## src/rtl/irq_pkg.sv

```systemverilog
// Shared types and register map for the interrupt controller.
package irq_pkg;

    // Byte offsets within the 12-byte register window
    localparam logic [3:0] PRI_OFF  = 4'd0;
    localparam logic [3:0] ENA_OFF  = 4'd4;
    localparam logic [3:0] ACT_OFF  = 4'd8;
    localparam int         NUM_REGS = 12;

    typedef enum logic [1:0] {
        IDLE,
        REQ,
        ACKED
    } irq_state_t;

    typedef logic [1:0] prio_t;

endpackage

```

## src/rtl/irq_arbiter.sv

```systemverilog
// Combinational 32-way arbiter: highest group priority wins, ties go to lowest index.
module irq_arbiter
    import irq_pkg::*;
#(
    parameter int NUM_IRQ = 32
) (
    input  logic [NUM_IRQ-1:0] act_i,
    input  logic [NUM_IRQ-1:0] ena_i,
    input  logic [NUM_IRQ-1:0] pri_i,
    output logic               win_valid_o,
    output logic [4:0]         win_idx_o,
    output prio_t              win_lvl_o
);

    // Strict '>' starting from level 0 masks priority-0 sources and keeps the lowest index on ties
    always_comb begin
        win_valid_o = 1'b0;
        win_idx_o   = '0;
        win_lvl_o   = '0;
        for (int i = 0; i < NUM_IRQ; i++) begin
            if (act_i[i] && ena_i[i] && (pri_i[2*(i/2) +: 2] > win_lvl_o)) begin
                win_valid_o = 1'b1;
                win_idx_o   = 5'(i);
                win_lvl_o   = pri_i[2*(i/2) +: 2];
            end
        end
    end

endmodule

```

## src/rtl/irq_controller.sv

```systemverilog
// Interrupt controller: latches peripheral pulses, masks/prioritises them and
// runs a request/ack handshake with the CPU; register block on the CPU bus.
module irq_controller
    import irq_pkg::*;
#(
    parameter logic [23:0] IRQ_BASE = 24'h002020,
    parameter int          NUM_IRQ  = 32,
    parameter logic [7:0]  VEC_BASE = 8'h03
) (
    input  logic                clk,
    input  logic                reset,
    input  logic                clk_ce_cpu,
    input  logic [NUM_IRQ-1:0]  irq_in,
    input  logic                bus_write,
    input  logic [23:0]         bus_address_in,
    input  logic [7:0]          bus_data_in,
    output logic [7:0]          bus_data_out,
    output logic                irq_req,
    output logic [7:0]          irq_vector,
    output logic [1:0]          irq_level,
    input  logic                irq_ack
);

    logic [NUM_IRQ-1:0] pri_q, pri_d;
    logic [NUM_IRQ-1:0] ena_q, ena_d;
    logic [NUM_IRQ-1:0] act_q, act_d;
    logic [NUM_IRQ-1:0] act_clr;

    irq_state_t state_q, state_d;
    logic       req_q, req_d;
    logic [7:0] vec_q, vec_d;
    prio_t      lvl_q, lvl_d;

    logic       win_valid;
    logic [4:0] win_idx;
    prio_t      win_lvl;

    logic [23:0] off;
    logic        in_win;
    logic [4:0]  byte_lsb;

    assign off      = bus_address_in - IRQ_BASE;
    assign in_win   = (off < 24'(NUM_REGS));
    assign byte_lsb = {off[1:0], 3'b000};

    always_comb begin
        pri_d   = pri_q;
        ena_d   = ena_q;
        act_clr = '0;
        if (bus_write && in_win) begin
            case (off[3:2])
                PRI_OFF[3:2]: pri_d[byte_lsb +: 8]   = bus_data_in;
                ENA_OFF[3:2]: ena_d[byte_lsb +: 8]   = bus_data_in;
                ACT_OFF[3:2]: act_clr[byte_lsb +: 8] = bus_data_in;
                default:      ;
            endcase
        end
        // A new pulse beats a same-cycle software clear
        act_d = (act_q & ~act_clr) | irq_in;
    end

    always_comb begin
        bus_data_out = 8'h00;
        if (in_win) begin
            case (off[3:2])
                PRI_OFF[3:2]: bus_data_out = pri_q[byte_lsb +: 8];
                ENA_OFF[3:2]: bus_data_out = ena_q[byte_lsb +: 8];
                ACT_OFF[3:2]: bus_data_out = act_q[byte_lsb +: 8];
                default:      bus_data_out = 8'h00;
            endcase
        end
    end

    irq_arbiter #(.NUM_IRQ(NUM_IRQ)) u_arb (
        .act_i       (act_q),
        .ena_i       (ena_q),
        .pri_i       (pri_q),
        .win_valid_o (win_valid),
        .win_idx_o   (win_idx),
        .win_lvl_o   (win_lvl)
    );

    always_comb begin
        state_d = state_q;
        req_d   = req_q;
        vec_d   = vec_q;
        lvl_d   = lvl_q;
        case (state_q)
            IDLE: begin
                if (win_valid) begin
                    state_d = REQ;
                    req_d   = 1'b1;
                    vec_d   = VEC_BASE + {3'b000, win_idx};
                    lvl_d   = win_lvl;
                end
            end
            REQ: begin
                if (irq_ack) begin
                    state_d = ACKED;
                    req_d   = 1'b0;
                end else if (!win_valid) begin
                    state_d = IDLE;
                    req_d   = 1'b0;
                end else if (win_lvl > lvl_q) begin
                    vec_d = VEC_BASE + {3'b000, win_idx};
                    lvl_d = win_lvl;
                end
            end
            ACKED:   state_d = IDLE;
            default: begin
                state_d = IDLE;
                req_d   = 1'b0;
            end
        endcase
    end

    always_ff @(posedge clk) begin
        if (reset) begin
            pri_q   <= '0;
            ena_q   <= '0;
            act_q   <= '0;
            state_q <= IDLE;
            req_q   <= 1'b0;
            vec_q   <= '0;
            lvl_q   <= '0;
        end else if (clk_ce_cpu) begin
            pri_q   <= pri_d;
            ena_q   <= ena_d;
            act_q   <= act_d;
            state_q <= state_d;
            req_q   <= req_d;
            vec_q   <= vec_d;
            lvl_q   <= lvl_d;
        end
    end

    assign irq_req    = req_q;
    assign irq_vector = vec_q;
    assign irq_level  = lvl_q;

endmodule

```

## config.mk

```make
export PLATFORM = sky130hd
export DESIGN_NAME = irq_controller
export DESIGN_NICKNAME = d
export VERILOG_FILES = /design/src/rtl/irq_pkg.sv /design/src/rtl/irq_arbiter.sv /design/src/rtl/irq_controller.sv
export SDC_FILE = /design/constraint.sdc
export NUM_CORES = 1
export LEC_CHECK = 0
export BUFFER_PORTS_ARGS = -buffer_cell sky130_fd_sc_hd__buf_2
export CORE_UTILIZATION = 51
export CTS_CLUSTER_DIAMETER = 150
export DETAILED_ROUTE_END_ITERATION = 10
export GPL_TIMING_DRIVEN = 0
export MAX_ROUTING_LAYER = met4
export PLACE_DENSITY = 0.71
export SYNTH_ARGS = -nofsm -noshare
export SYNTH_HDL_FRONTEND = slang
export SYNTH_SLANG_ARGS = --single-unit
```

## constraint.sdc

```tcl
create_clock -name clk -period 66.9 [get_ports clk]
set_clock_uncertainty 0.1 [all_clocks]
set_input_delay 3.345 -clock clk [delete_from_list [all_inputs] [get_ports clk]]
set_output_delay 3.345 -clock clk [all_outputs]
set_load 0.05 [all_outputs]
```

Yosys cells after proc, flatten, opt, wreduce, memory -nomap -nowiden
Cells that the tools add are included.
{"block": "word_totals", "latch_bits": 0, "register_bits": 109, "in_bits": 69, "wordCells": 255, "ramBits": 0, "memories": 0, "mem_bits_ro": 0}
{"block": "classes", "div_mod_pow": 0, "n_lt_le_gt_ge": 34, "mul": 0, "n_addsub": 3, "eq_ne": 9, "n_mux": 119, "bitwise": 5, "shift": 5, "n_reduce_logical": 73}
{"operator": "$shiftx A32 B6 Y8", "count": 3}
{"operator": "$mux W2", "count": 41}
{"operator": "$mux W5", "count": 16}
{"operator": "$logic_and A1 B1 Y1", "count": 65}
{"operator": "$and A32 B32 Y32", "count": 2}
{"operator": "$bwmux W32", "count": 2}
{"operator": "$gt A2 B2 Y1", "count": 32}
{"operator": "$mux W32", "count": 2}
{"operator": "$mux W8", "count": 5}
{"operator": "$mux W1", "count": 36}
{"operator": "$mux W4", "count": 8}
{"operator": "$not A32 Y32", "count": 1}
{"operator": "$or A32 B32 Y32", "count": 1}
{"operator": "$shift A8 B7 Y32 const A", "count": 1}
{"operator": "$shiftx A8 B7 Y32", "count": 1}
{"operator": "$lt A24 B4 Y1 const B", "count": 1}
{"operator": "$pmux W8 S3", "count": 1}
{"operator": "$sub A24 B14 Y24 const B", "count": 1}
{"operator": "$pmux W8 S2", "count": 1}
{"operator": "$mux W3", "count": 4}
{"operator": "$reduce_and A3 Y1", "count": 3}
{"operator": "$ne A2 B2 Y1 const B", "count": 4}
{"operator": "$pmux W2 S2", "count": 2}
{"operator": "$neg A5 Y7", "count": 1}
{"operator": "11 further kinds", "count": 14}

Longest topological paths before layout
{"block": "logic_depth", "word_depth": 101, "depth_mapped": 188, "depth_no_buf": 187}

Hierarchy
A second synthesis with hierarchy kept.
{"block": "unflattened", "cells_unflattened": 1160, "area_unflattened_um2": 8928.6}
{"module": "irq_controller", "cells_per_inst": 716, "instances": 1, "area_each_um2": 5970.7}
{"module": "irq_arbiter", "cells_per_inst": 444, "instances": 1, "area_each_um2": 2957.8}

Worst setup path before layout
No wires, ideal clock.
{"block": "synth_path", "path_kind": "register -> register", "startpoint": "reg ena_q[0]", "endpoint": "reg vec_q[3] (netlist: irq_vector[3])", "slack_ps": 30405, "t_arrival_ps": 36321, "period_less_slack_ps": 36495, "stages_incl_launch_ff": 182, "required_time_ps": 66726, "path_buffers": 0, "cell_sequence": "dfxtp_1 > a22o_1 > and2_1 > ha_1 > a211oi_1 > o2111ai_1 > mux2_2 > ha_1 > nor4bb_1 > o32ai_1 > a21o_1 > nand2_1 > ha_1 > nor2_1 > o21ai_0 > a21oi_1 > nor2_1 > a21oi_1 > [... 146 more ...] > or2_2 > o21ai_0 > a21oi_1 > nor2_1 > mux2_2 > ha_1 > nand2_1 > o2111ai_1 > o41ai_1 > a21oi_1 > mux2i_1 > ha_1 > a21oi_1 > o21ai_0 > a21oi_1 > o21ai_2 > or4b_1 > a31oi_1"}
{"block": "synth_between", "elab_chain_cells": 101, "word_cells_on_any_way": 170, "cone_classes": "1 x add/sub; 32 x order compare; 3 x eq/ne; 100 x mux; 34 x reduce/logical"}
{"item": "from (decl)", "line": "irq_controller.sv:25", "rtl": "logic [NUM_IRQ-1:0] ena_q, ena_d;"}
{"item": "from (signal assigned)", "line": "irq_controller.sv:128", "rtl": "ena_q <= ena_d;"}
{"item": "$logic_and A1 B1 Y1 (*) (2 in a row)", "line": "irq_arbiter.sv:21", "rtl": "if (act_i[i] && ena_i[i] && (pri_i[2*(i/2) +: 2] > win_lvl_o)) begin"}
{"item": "$mux W2", "line": "irq_arbiter.sv:21"}
{"item": "$gt A2 B2 Y1", "line": "irq_arbiter.sv:21"}
{"item": "$logic_and A1 B1 Y1", "line": "irq_arbiter.sv:21"}
{"item": "$mux W2", "line": "irq_arbiter.sv:21"}
{"item": "$gt A2 B2 Y1", "line": "irq_arbiter.sv:21"}
{"item": "$logic_and A1 B1 Y1", "line": "irq_arbiter.sv:21"}
{"item": "$mux W2", "line": "irq_arbiter.sv:21"}
{"item": "[... 84 more ...]"}
{"item": "$gt A2 B2 Y1", "line": "irq_arbiter.sv:21"}
{"item": "$logic_and A1 B1 Y1", "line": "irq_arbiter.sv:21"}
{"item": "$mux W5", "line": "irq_arbiter.sv:21"}
{"item": "$add A2 B5 Y6", "line": "irq_controller.sv:93, irq_controller.sv:105"}
{"item": "$mux W8", "line": "irq_controller.sv:104", "rtl": "end else if (win_lvl > lvl_q) begin"}
{"item": "$mux W8", "line": "irq_controller.sv:101", "rtl": "end else if (!win_valid) begin"}
{"item": "$mux W8", "line": "irq_controller.sv:98", "rtl": "if (irq_ack) begin"}
{"item": "$pmux W8 S2", "line": "irq_controller.sv:88", "rtl": "case (state_q)"}
{"item": "to (signal assigned)", "line": "irq_controller.sv:132", "rtl": "vec_q <= vec_d;"}
{"item": "to (decl)", "line": "irq_controller.sv:31", "rtl": "logic [7:0] vec_q, vec_d;"}
Mark *: on every way between the ends. The rest lies on a longest branch, timed or not. The select of a mux whose other input is x is not followed.
A chain may end at the register's enable or synchronous reset.

Worst setup path in the final report
{"block": "layout_path", "startpoint": "reg act_q[0]", "endpoint": "reg vec_q[3] (netlist: irq_vector[3])"}
{"block": "layout_between", "elab_chain_cells": 101, "word_cells_on_any_way": 170, "cone_classes": "1 x add/sub; 32 x order compare; 3 x eq/ne; 100 x mux; 34 x reduce/logical"}
{"item": "from (decl)", "line": "irq_controller.sv:26", "rtl": "logic [NUM_IRQ-1:0] act_q, act_d;"}
{"item": "from (signal assigned)", "line": "irq_controller.sv:129", "rtl": "act_q <= act_d;"}
{"item": "$logic_and A1 B1 Y1 (*) (2 in a row)", "line": "irq_arbiter.sv:21"}
{"item": "$mux W2", "line": "irq_arbiter.sv:21"}
{"item": "$gt A2 B2 Y1", "line": "irq_arbiter.sv:21"}
{"item": "$logic_and A1 B1 Y1", "line": "irq_arbiter.sv:21"}
{"item": "$mux W2", "line": "irq_arbiter.sv:21"}
{"item": "$gt A2 B2 Y1", "line": "irq_arbiter.sv:21"}
{"item": "$logic_and A1 B1 Y1", "line": "irq_arbiter.sv:21"}
{"item": "$mux W2", "line": "irq_arbiter.sv:21"}
{"item": "[... 84 more ...]"}
{"item": "$gt A2 B2 Y1", "line": "irq_arbiter.sv:21"}
{"item": "$logic_and A1 B1 Y1", "line": "irq_arbiter.sv:21"}
{"item": "$mux W5", "line": "irq_arbiter.sv:21"}
{"item": "$add A2 B5 Y6", "line": "irq_controller.sv:93, irq_controller.sv:105"}
{"item": "$mux W8", "line": "irq_controller.sv:104"}
{"item": "$mux W8", "line": "irq_controller.sv:101"}
{"item": "$mux W8", "line": "irq_controller.sv:98"}
{"item": "$pmux W8 S2", "line": "irq_controller.sv:88"}
Marked as above.

==> impl_metrics.yaml <==
outcome:
  run_status: "finished, final reports clean"
global_routing:
  grt_max_degree: 23
  grt_first_pass_wirelength_um: 47200
  grt_use_met3_pct: 6.80
  antenna_found_initial: 0
  grtUsageMet2_pct: 54.1
  track_usage_pct: 38.3
  globalRoute.totalOverflow: 0
  grt_pass1_vias: 8415
  grt.busiest_layer: "met1"
  gr-usage-met1_pct: 54.5
job:
  max_cap_violations: 0
yosys:
  synth-edff-count: 0
  ys_warn_count: 0
  synthesis.area_um2: 8440
  synth_area_leaders: "dfxtp_1 25%, nand2_1 9.3%, a21oi_1 7.7%, ha_1 6.5%, nand3_1 4.9%"
  synth_top_area_share_pct: 25.4
  netlist-cell-type-count: 90
  ys_seq_area_share_pct: 25.4
  synth_most_common_cell: "nand2_1"
  syn_avg_cell_area_um2: 7.21
  netlist_instances: 1171
  yosys_register_bits: 107
  async_flop_share_pct: 0
  synthTopCellsByCount: "209 x nand2_1, 130 x a21oi_1, 107 x dfxtp_1"
  ys.flop_type: "dfxtp_1"
  yosys.area.top_type: "dfxtp_1"
sta:
  worst_pin_slew_ns: 1.04
  setup_violations: 0
  post-route-worst-setup-slack_ns: 23.70
  finalCritPeriodShare_pct: 64.6
  final_hold_viol_count: 0
  fin_crit_ns: 43.20
  timing.fmax_mhz: 23.1
  setup_tns_ns: 0
  grt_setup_unrepaired: "false"
  max_slew_margin_pct: 30.5
  drv_slew: 0
  whs_ns: 0.358
die:
  placeableCoreArea_um2: 16000
  die_h_um: 131
  die_area_um2: 17100
  die_w_um: 131
  row_count: 46
  num_io_pins: 88
  initial_core_util_pct: 52.8
routing:
  wirelength_um: 31100
  drc_errors: 0
  wl_per_cell_um: 20.9
  first_pass_iters: 7
  vias: 9680
  initialDrtViolationCount: 1288
  drt-vias-per-instance: 6.51
  ant_nets: 0
critical_path:
  end_kind: "register"
  arrival_ns: 43.39
  cp_max_fo: 9
  crit_path_frequent_cell: "ha_1"
  crit_required_ns: 67.10
  worst_path_max_delay_cell: "nor4bb_1"
  slowest_delay_ns: 0.59
  worstSetupPathType: "reg2reg"
  startpoint_type: "register"
cells_and_area:
  multi_input_area_um2: 5860
  area_growth_pct: 11.9
  fin_util_pct: 59.1
  drive_gt1_share_pct: 11.9
  nFillCells: 1575
  n_antenna_cell: 0
  layout.area.seq_um2: 2140
  final_nets: 1380
power_and_ir_drop:
  finalPower_w: 0.000141
  p_per_area_nw_per_um2: 14.9
  peakVddDrop_mv: 0.0118
  p_leak_nw: 3.34
clock_network:
  clock-sinks: 107
  htreeDepth: 3
  postCtsHoldBufs: 0
  cts_tree: "built"
  cts_setup_buffers: 0
  clk_pin_slew_ns: 0.09
  root_buffer: "clkbuf_16"
  cts.path.max_buffers: 2
  post_cts_resized: 0
  clk_latency_ns: 0.37
  cts_inserted_buffers: 9
min_path:
  hp-class: "reg2reg"
place:
  pre_cts_slack_ns: 24.75
  hpwl_um: 23800
  place.gp.congestion: 1.03
  io_buffers: 84
-- final cells by class --
cell class,instances,area share [%]
multi-input cells,952,62.0
clock buffers,9,2.38
flip-flops and latches,107,22.7
well taps,216,2.86
repair buffers,84,4.45
inverters,35,1.39
plain buffers,78,3.35
clock inverters,7,0.940
-- cell usage in the layout, fill, tap and decap left out, types with 8 or more instances in the layout --
master       n
and3_1      10
and2_1      16
dfxtp_1    107
a22o_1      19
a31oi_1     13
clkbuf_1    66
clkbuf_16    9
nand4_1     11
o211ai_1     8
a21oi_1    130
nor2_1      79
nand2_1    209
o21ai_0     49
nand3_1     82
a211oi_1    35
nor3_1      25
inv_1       34
buf_2       88
a22oi_1     45
ha_1        44
mux2_2      10
-- registers in the layout, indices dropped and copies added, names as in the netlist --
name / flops
act_q: 32
ena_q: 32
irq_level: 2
irq_req: 1
irq_vector: 6
pri_q: 32
state_q: 2
-- where the power goes --
part | internal, W | switching [W]
clock network | 0.0000271 | 0.0000291
registers | 0.0000649 | 0.00000267
logic | 0.00000539 | 0.0000119
-- final timing paths --
| path | from | depth (start not counted) | slack [ns] | end |
|---|---|---|---|---|
| worst min-delay path | pri_q[8]$_SDFFE_PP0P_ | 2 | 0.36 | pri_q[8]$_SDFFE_PP0P_ |
| worst max-delay path | act_q[0]$_SDFFE_PP0P_ | 184 | 23.70 | irq_vector[3]$_SDFFE_PP0P_ |
| worst max register to register | act_q[0]$_SDFFE_PP0P_ | 184 | 23.70 | irq_vector[3]$_SDFFE_PP0P_ |
| worst min register to register | pri_q[8]$_SDFFE_PP0P_ | 2 | 0.36 | pri_q[8]$_SDFFE_PP0P_ |
-- worst max-delay path: cells and delay by family, from the launching register on --
kind	cells	cell delay, ns
flops	1	0.42
compound gates	74	15.54
fa+ha+maj	35	9.96
buf+inv	1	0.09
simple gates	61	12.70
mux	13	4.26
-- logic make-up (layout without fill, tap and decap cells) --
kind of cell | count (synthesis) | count (layout) | synth area share, %
buffers and inverters | 113 | 213 | 5.31
adders and majority gates | 48 | 48 | 6.99
xor gates and xnor gates | 2 | 2 | 0.208
other | 1 | 2 | 0.0444
muxes | 21 | 21 | 3.38
DFF | 107 | 107 | 25.4
AOI/OAI and AO/OA | 391 | 391 | 31.5
and+or+nand+nor | 488 | 488 | 27.2
-- per-stage QoR --
step / cell area, µm² / cells
finish: 9450 / 1488
global route: 9450 / 1488
CTS: 9450 / 1488
detailed placement: 9140 / 1472
global placement: 9140 / 1472
floorplan: 8450 / 1172
-- layer usage --
metal  vias up  share of wire (%)
li1       4558                  -
met1      4412                 44
met2       638                 41
met3        72                 12
met4         0                2.7
met5         -                  0
Power figures use the tool's default switching activity.
